`config.mk`:
```
export PLATFORM = sky130hd
export DESIGN_NAME = window_line_buffer
export DESIGN_NICKNAME = d
export VERILOG_FILES = /design/src/rtl/window_line_buffer.sv
export SDC_FILE = /design/constraint.sdc
export NUM_CORES = 1
export LEC_CHECK = 0
export CORE_UTILIZATION = 44
export DETAILED_ROUTE_END_ITERATION = 12
export PLACE_DENSITY_LB_ADDON = 0.05
export SETUP_SLACK_MARGIN = 0.2
export SYNTH_ARGS = -nofsm -noshare
export SYNTH_HDL_FRONTEND = slang
export SYNTH_SLANG_ARGS = --single-unit
```
`constraint.sdc`:
```
create_clock -name clk_i -period 3.4 [get_ports clk_i]
set_clock_uncertainty 0.15 [all_clocks]
set_input_delay 0.68 -clock clk_i [delete_from_list [all_inputs] [get_ports clk_i]]
set_output_delay 0.68 -clock clk_i [all_outputs]
set_load 0.01 [all_outputs]
```
`src/rtl/window_line_buffer.sv`:
```
`timescale 1ns/1ps
// window_line_buffer
// Streams a square raster image and emits KxK sliding windows with a
// valid/ready handshake. K-1 line memories hold the previous rows; a KxK
// shift register holds the current window.
// Optional feature: define WINDOW_STRIDE2_EN to add stride2_i (stride-2 output).
module window_line_buffer #(
  parameter int unsigned DATA_RES       = 8,
  parameter int unsigned KERNEL_WIDTH   = 3,
  parameter int unsigned MAX_LINE_WIDTH = 32
) (
  input  logic                                          clk_i,
  input  logic                                          resetn_i,
  input  logic                                          frame_start_i,
  input  logic [$clog2(MAX_LINE_WIDTH)-1:0]             image_dimension,
  input  logic [DATA_RES-1:0]                           pixel_i,
  input  logic                                          data_valid_i,
  output logic                                          ready_o,
  output logic [KERNEL_WIDTH*KERNEL_WIDTH*DATA_RES-1:0] window_o,
  output logic                                          window_valid_o,
  input  logic                                          window_ready_i,
`ifdef WINDOW_STRIDE2_EN
  input  logic                                          stride2_i,
`endif
  output logic                                          frame_done_o
);

  localparam int unsigned K  = KERNEL_WIDTH;
  localparam int unsigned DW = $clog2(MAX_LINE_WIDTH);
  // One extra bit so that N = MAX_LINE_WIDTH is representable.
  localparam int unsigned NW = DW + 1;
  localparam logic [NW-1:0] C_MAX_N = NW'(MAX_LINE_WIDTH);
  localparam logic [NW-1:0] C_KM1   = NW'(K - 1);

  // Latched frame configuration and raster position.
  logic [DW-1:0]       r_dim;
  logic [DW-1:0]       r_row;
  logic [DW-1:0]       r_col;
  logic                r_valid;
  logic                r_done;

  logic [DATA_RES-1:0] r_win [K][K];
  logic [DATA_RES-1:0] r_lm  [K-1][MAX_LINE_WIDTH];

  logic                w_ready;
  logic                w_accept;
  logic [NW-1:0]       w_n;
  logic [NW-1:0]       w_row;
  logic [NW-1:0]       w_col;
  logic [DW-1:0]       w_col_idx;
  logic                w_row_last;
  logic                w_col_last;
  logic                w_stride_ok;
  logic                w_qualify;
  logic [DW-1:0]       w_row_next;
  logic [DW-1:0]       w_col_next;
  logic [DATA_RES-1:0] w_newcol [K];
  logic [K*K*DATA_RES-1:0] w_window;

  function automatic logic [NW-1:0] f_decode(input logic [DW-1:0] d);
    return (d == '0) ? C_MAX_N : {1'b0, d};
  endfunction

  assign w_ready        = !r_valid || window_ready_i;
  assign w_accept       = data_valid_i && w_ready;
  assign ready_o        = w_ready;
  assign window_valid_o = r_valid;
  assign frame_done_o   = r_done;
  assign window_o       = w_window;

  // Position of the pixel offered this cycle; a coincident frame start
  // makes it pixel (0,0) of the new frame with the new dimension.
  always_comb begin
    w_n        = frame_start_i ? f_decode(image_dimension) : f_decode(r_dim);
    w_row      = frame_start_i ? '0 : {1'b0, r_row};
    w_col      = frame_start_i ? '0 : {1'b0, r_col};
    w_col_idx  = w_col[DW-1:0];
    w_row_last = (w_row == (w_n - NW'(1)));
    w_col_last = (w_col == (w_n - NW'(1)));
    w_qualify  = (w_row >= C_KM1) && (w_col >= C_KM1) && w_stride_ok;
  end

`ifdef WINDOW_STRIDE2_EN
  logic r_stride2;
  logic w_stride2;

  // Stride selection latched at frame start.
  always_ff @(posedge clk_i or negedge resetn_i) begin
    if (!resetn_i) begin
      r_stride2 <= 1'b0;
    end else if (frame_start_i) begin
      r_stride2 <= stride2_i;
    end
  end

  // Stride 2 keeps windows whose offsets from (K-1,K-1) are both even.
  always_comb begin
    w_stride2   = frame_start_i ? stride2_i : r_stride2;
    w_stride_ok = !w_stride2 ||
                  ((w_row[0] == C_KM1[0]) && (w_col[0] == C_KM1[0]));
  end
`else
  assign w_stride_ok = 1'b1;
`endif

  // Raster advance: column wraps at N-1 and bumps the row; row wraps at N-1.
  always_comb begin
    w_row_next = w_row[DW-1:0];
    w_col_next = w_col[DW-1:0] + DW'(1);
    if (w_col_last) begin
      w_col_next = '0;
      w_row_next = w_row_last ? '0 : (w_row[DW-1:0] + DW'(1));
    end
  end

  // Frame configuration and position counters.
  always_ff @(posedge clk_i or negedge resetn_i) begin
    if (!resetn_i) begin
      r_dim <= '0;
      r_row <= '0;
      r_col <= '0;
    end else begin
      if (frame_start_i) begin
        r_dim <= image_dimension;
      end
      if (w_accept) begin
        r_row <= w_row_next;
        r_col <= w_col_next;
      end else if (frame_start_i) begin
        r_row <= '0;
        r_col <= '0;
      end
    end
  end

  // Window-valid flag and end-of-frame pulse.
  always_ff @(posedge clk_i or negedge resetn_i) begin
    if (!resetn_i) begin
      r_valid <= 1'b0;
      r_done  <= 1'b0;
    end else begin
      if (frame_start_i) begin
        r_valid <= 1'b0;
      end else if (w_accept && w_qualify) begin
        r_valid <= 1'b1;
      end else if (window_ready_i) begin
        r_valid <= 1'b0;
      end
      r_done <= w_accept && w_row_last && w_col_last;
    end
  end

  // Line memories form a per-column chain: entry j holds row (row-1-j).
  always_ff @(posedge clk_i) begin
    if (w_accept) begin
      r_lm[0][w_col_idx] <= pixel_i;
      for (int unsigned j = 1; j < K - 1; j++) begin
        r_lm[j][w_col_idx] <= r_lm[j-1][w_col_idx];
      end
    end
  end

  // Incoming column, oldest row at the top, live pixel at the bottom.
  always_comb begin
    for (int unsigned r = 0; r < K; r++) begin
      w_newcol[r] = '0;
    end
    for (int unsigned r = 0; r < K - 1; r++) begin
      w_newcol[r] = r_lm[K-2-r][w_col_idx];
    end
    w_newcol[K-1] = pixel_i;
  end

  // Window shift register: one column shifts in per accepted pixel.
  always_ff @(posedge clk_i or negedge resetn_i) begin
    if (!resetn_i) begin
      for (int unsigned r = 0; r < K; r++) begin
        for (int unsigned c = 0; c < K; c++) begin
          r_win[r][c] <= '0;
        end
      end
    end else if (w_accept) begin
      for (int unsigned r = 0; r < K; r++) begin
        for (int unsigned c = 0; c < K - 1; c++) begin
          r_win[r][c] <= r_win[r][c+1];
        end
        r_win[r][K-1] <= w_newcol[r];
      end
    end
  end

  // Flatten row-major with the top-left pixel in the MSBs.
  always_comb begin
    w_window = '0;
    for (int unsigned r = 0; r < K; r++) begin
      for (int unsigned c = 0; c < K; c++) begin
        w_window[((K*K-1)-(r*K+c))*DATA_RES +: DATA_RES] = r_win[r][c];
      end
    end
  end

endmodule

```
Word-level counts from Yosys, hierarchy flattened --
Memory sizes are Yosys's and may differ from the RTL's. Index checks and enable logic that the tools add are counted.
Cells by class: equality and inequality tests 2, bitwise logic cells 1, reduce and logical (&&, ||, !) cells 12, $add $sub $neg 3, multiplexer cells 24, $lt $le $gt $ge 4
Operators with widths (number):
- two-way mux 256 bit | 1
- binary-select mux 8 bit (select 5 bit) | 2
- demux 8 bit (select 5 bit) | 1
- two-way mux 5 bit | 8
- two-way mux 8 bit | 5
- two-way mux 6 bit | 3
- == test 5 x 6 -> 1 bit | 2
- adder 5 x 1 -> 5 bit, second input constant | 2
- >= comparator 5 x 2 -> 1 bit, second input constant | 2
- zero test 5 bit | 2
- >= comparator 6 bit, second input constant | 1
- logical AND 1 bit | 6
- less-than comparator 6 x 1 -> 1 bit, second input constant | 1
- NOT 5 -> 6 bit | 1
- subtractor 6 x 1 -> 6 bit, second input constant | 1
- two-way mux 1 bit | 4
- nonzero test 3 bit | 1
- nonzero test 2 bit | 1
- zero test 1 bit | 1
- logical OR 1 bit | 1
Word-level totals: output and inout port bits 75, register bits after elaboration 89, logic and storage cells 61, input port bits 18, memory bits (writable) 512, memories 1
Memory list:
- r_lm | words 2, bits a word 256, rd ports 2, clocked after memory_dff 0, write ports 2, line 43 | logic [DATA_RES-1:0] r_lm [K-1][MAX_LINE_WIDTH];

Longest topological paths before layout --
Gate-level depths: netlist (run 1).
depth after elaboration 8, depth in mapped cells 14, mapped depth without buffers 10

Least setup slack after synthesis (run 1) --
OpenSTA, ideal clock, no wires.
kind input -> register, start point input frame_start_i, end point memory r_lm[0][0] (netlist bit), enable pin, slack -0.479 ns, data arrival time 3.320 ns, stages on the path 9, buffers on the path 4, data required time 2.841 ns, setup time 0.409 ns, path through buf_6 > nand2b_1 > clkbuf_1 > inv_1 > clkbuf_1 > clkbuf_1 > ha_1 > nand3_1 > nor3_1
RTL lines:
- start, declared | line 14 | input logic frame_start_i,
- end, declared | line 43

==> results of run 1 <==
worst max-delay path, cell delays in order (launching register included):
cell and delay (ns):
dfrtp_4 0.46, buf_4 0.18, buf_4 0.23, mux2_2 0.38, o221ai_1 0.43, o221ai_1 0.22
a211oi_1 0.30, a21oi_2 0.13, buf_12 0.20
state kept, by name (all words and copies together) (netlist names):
register        count
window_valid_o      1
window_o           72
r_dim               5
r_lm              512
frame_done_o        1
r_col               5
r_row               5
through the flow:
| step | setup TNS (ns) | area (µm²) |
|---|---|---|
| after global routing | 0 | 29300 |
| final | 0 | 29300 |
| after floorplan | -3.35 | 24100 |
| after global placement | -0.557 | 27000 |
| after CTS | 0 | 29300 |
| after detailed placement | -0.295 | 27000 |
cell usage in the layout (no fill, tap or decap), types with 13 or more instances in the layout:
| cell type | synthesis | layout |
|---|---|---|
| edfxtp_1 | 512 | 512 |
| nand2_1 | 307 | 305 |
| buf_4 | 6 | 99 |
| clkdlybuf4s50_1 | 0 | 90 |
| dfrtp_1 | 89 | 87 |
| clkbuf_16 | 0 | 71 |
| mux2i_1 | 65 | 65 |
| a21oi_1 | 65 | 63 |
| o22ai_1 | 60 | 60 |
| buf_12 | 0 | 46 |
| nor2_1 | 51 | 42 |
| o21ai_0 | 45 | 42 |
| mux4_2 | 34 | 34 |
| nand3_1 | 33 | 31 |
| o221ai_1 | 29 | 29 |
| mux2_2 | 26 | 25 |
| nor3_1 | 19 | 18 |
| clkbuf_1 | 52 | 18 |
| clkinv_1 | 2 | 13 |
report_power, final:
part	switching (mW)	internal [mW]
combinational	0.996	0.726
sequential	0.152	8.30
clock	2.92	4.38
total	4.07	13.4
cell families (layout without fill, tap and decap cells):
kind of cell / after synthesis / count (layout) / synth area share
simple gates: 471 / 471 / 0.0842
xor+xnor: 13 / 13 / 0.00591
compound gates: 282 / 282 / 0.0763
buf+inv: 112 / 375 / 0.0210
mux: 127 / 127 / 0.0733
other cells: 0 / 1 / 0
flops: 601 / 601 / 0.736
fa+ha+maj: 7 / 7 / 0.00366
path summary, 6_finish.rpt:
path | start | to | slack [ns] | cells after the start
setup / recovery | r_col[0] | r_lm[0][317] | 0.44 | 8
min in group asynchronous | resetn_i | r_col[1] | 0.47 | 2
hold / removal | window_o[67] | window_o[67] | 0.32 | 2
setup reg to reg | r_col[0] | r_lm[0][317] | 0.44 | 8
max in group asynchronous | resetn_i | window_o[32] | 1.93 | 3
hold reg to reg | window_o[67] | window_o[67] | 0.32 | 2
routing by layer:
| metal | up-vias | wire (µm) | share of wire |
|---|---|---|---|
| li1 | 6579 | - | - |
| met1 | 7684 | 30100 | 0.44 |
| met2 | 445 | 33400 | 0.48 |
| met3 | 112 | 3620 | 0.052 |
| met4 | 0 | 2050 | 0.030 |
| met5 | - | 0 | 0 |
final cells by class:
cell class                      count  area [µm²]  area share
Timing Repair Buffer              237        2580      0.0881
Tap cell                          696         871      0.0297
Multi-Input combinational cell    900        5940       0.203
Sequential cell                   601       17600       0.601
Clock inverter                     31         322      0.0110
Clock buffer                       93        1900      0.0649
Antenna cell                        1        2.50   0.0000855
Inverter                           14        55.1     0.00188
what timing repair did:
action,in CTS,in global routing
hold buffers,1,0
hold endpoints to repair,38,0
endpoints found under the setup margin,2,0
buffers inserted,4,0
==> run_results.csv, run 1 <==
group,metric,value,unit
pwr,power_density,597,nW/µm²
sta,fmax,338,MHz
sta,max_slew_margin,0.507,
worst_setup_path,cp_max_fo,24,
pwr,total_power,17.5,mW
grt,grt_pass1_wl,102000,µm
logic_synthesis,yosysUniqueCellTypes,61,
pwr,p_leak,10.4,nW
worst_setup_path,crit_required,3.59,ns
logic_synthesis,syn_avg_cell_area,14.8,µm²
logic_synthesis,synthArstFlopShare,0.148,
drt,drt_iter0_markers,1284,
floorplan,initial_utilization,0.445,
final_layout,nets,1847,
drt,avgViaCountPerCell,5.76,
logic_synthesis,yosysMostFrequentCell,"edfxtp_1",
sta,rsz0062_at_grt,"no",
place,pre_cts_slack,-0.119,ns
logic_synthesis,synth_common_cells,"512 x edfxtp_1, 307 x nand2_1, 89 x dfrtp_1",
sta,setup_viol_count_final,0,
sta,period_share,0.870,
clock_tree,clk_path_buf_depth,3,
worst_setup_path,start_kind,"register",
grt,grt_max_degree,64,
logic_synthesis,synth_edf_count,512,
clock_tree,clk_latency,0.61,ns
place,dpl.cell_count,2443,
clock_tree,post_cts_resize_count,0,
grt,grtUsageMet1,0.346,
run,cap_violations,0,
logic_synthesis,ys.flop_type,"edfxtp_1",
grt,grt_usage,0.254,
logic_synthesis,syn_inst,1613,
floorplan,die_h,235,µm
grt,grt-ovfl-total,0,
grt,grt_pass1_vias,14800,
sta,fin_crit,2.96,ns
worst_setup_path,worst-setup-path-type,"register to register",
logic_synthesis,ys_seq_area_frac,0.736,
drt,ant_nets,0,
logic_synthesis,yosys_warnings,0,
logic_synthesis,ys_ff_latch,601,
min_path,hold_class,"register to register",
final_layout,fillers,4349,
clock_tree,numCtsBuffers,68,
final_layout,syn_to_final_growth,22.4,%
clock_tree,cts_htree_levels,3,
sta,hold_ws,0.320,ns
grt,met2_usage,0.418,
final_layout,drive_gt1_frac,0.181,
floorplan,dieArea,55300,µm²
drt,drcViolationCount,0,
worst_setup_path,crit_arrival,3.15,ns
clock_tree,clockRootBuffer,"clkbuf_16",
grt,grtUsageMet3,0.0412,
place,hpwl,44500,µm
clock_tree,cts_tree,"done",
logic_synthesis,synthesis.area,23900,µm²
drt,dr.pass1.iters,5,
floorplan,num_io_pins,93,
sta,drv_slew,0,
drt,wirelength,69300,µm
floorplan,rows,85,
logic_synthesis,yosysTopAreaCell,"edfxtp_1",
worst_setup_path,cp-end-kind,"register",
place,portBuffers,92,
floorplan,die_w,235,µm
logic_synthesis,synth.top_cell.area_share,0.643,
logic_synthesis,synthesis.nets,1638,
drt,num_vias,14800,
clock_tree,cts.clk_slew.worst_paths,0.06,ns
sta,hold_violations,0,
logic_synthesis,synth_area_leaders,"edfxtp_1 64%, dfrtp_1 9.3%, nand2_1 4.8%, mux4_2 3.2%, mux2i_1 2.7%",
floorplan,placeableCoreArea,53800,µm²
final_layout,postLayoutCoreUtil,0.544,
pwr,ir_worst_vdd,450,µV
grt,grt_most_used_layer,"met2",
place,gp_congestion,0.844,
sta,worst_pin_slew,0.734,ns
drt,routedWlPerCell,26.9,µm
grt,antenna_found_initial,2,
sta,fin_ws,0.443,ns
clock_tree,cts.sinks,601,
run_status,outcome,"finished clean",
final_layout,final_cell_count_no_fill,2573,
(Power assumes the default switching activity.)
==> inputs of run 2 (changes only) <==
--- a/config.mk
+++ b/config.mk
@@ -5,6 +5,7 @@
 export SDC_FILE = /design/constraint.sdc
 export NUM_CORES = 1
 export LEC_CHECK = 0
+export ABC_CLOCK_PERIOD_IN_PS = 3400
 export CORE_UTILIZATION = 44
 export DETAILED_ROUTE_END_ITERATION = 12
 export PLACE_DENSITY_LB_ADDON = 0.05
==> results of run 2 <==
No change in the layout: final DEF, timing and power equal those of run 1.
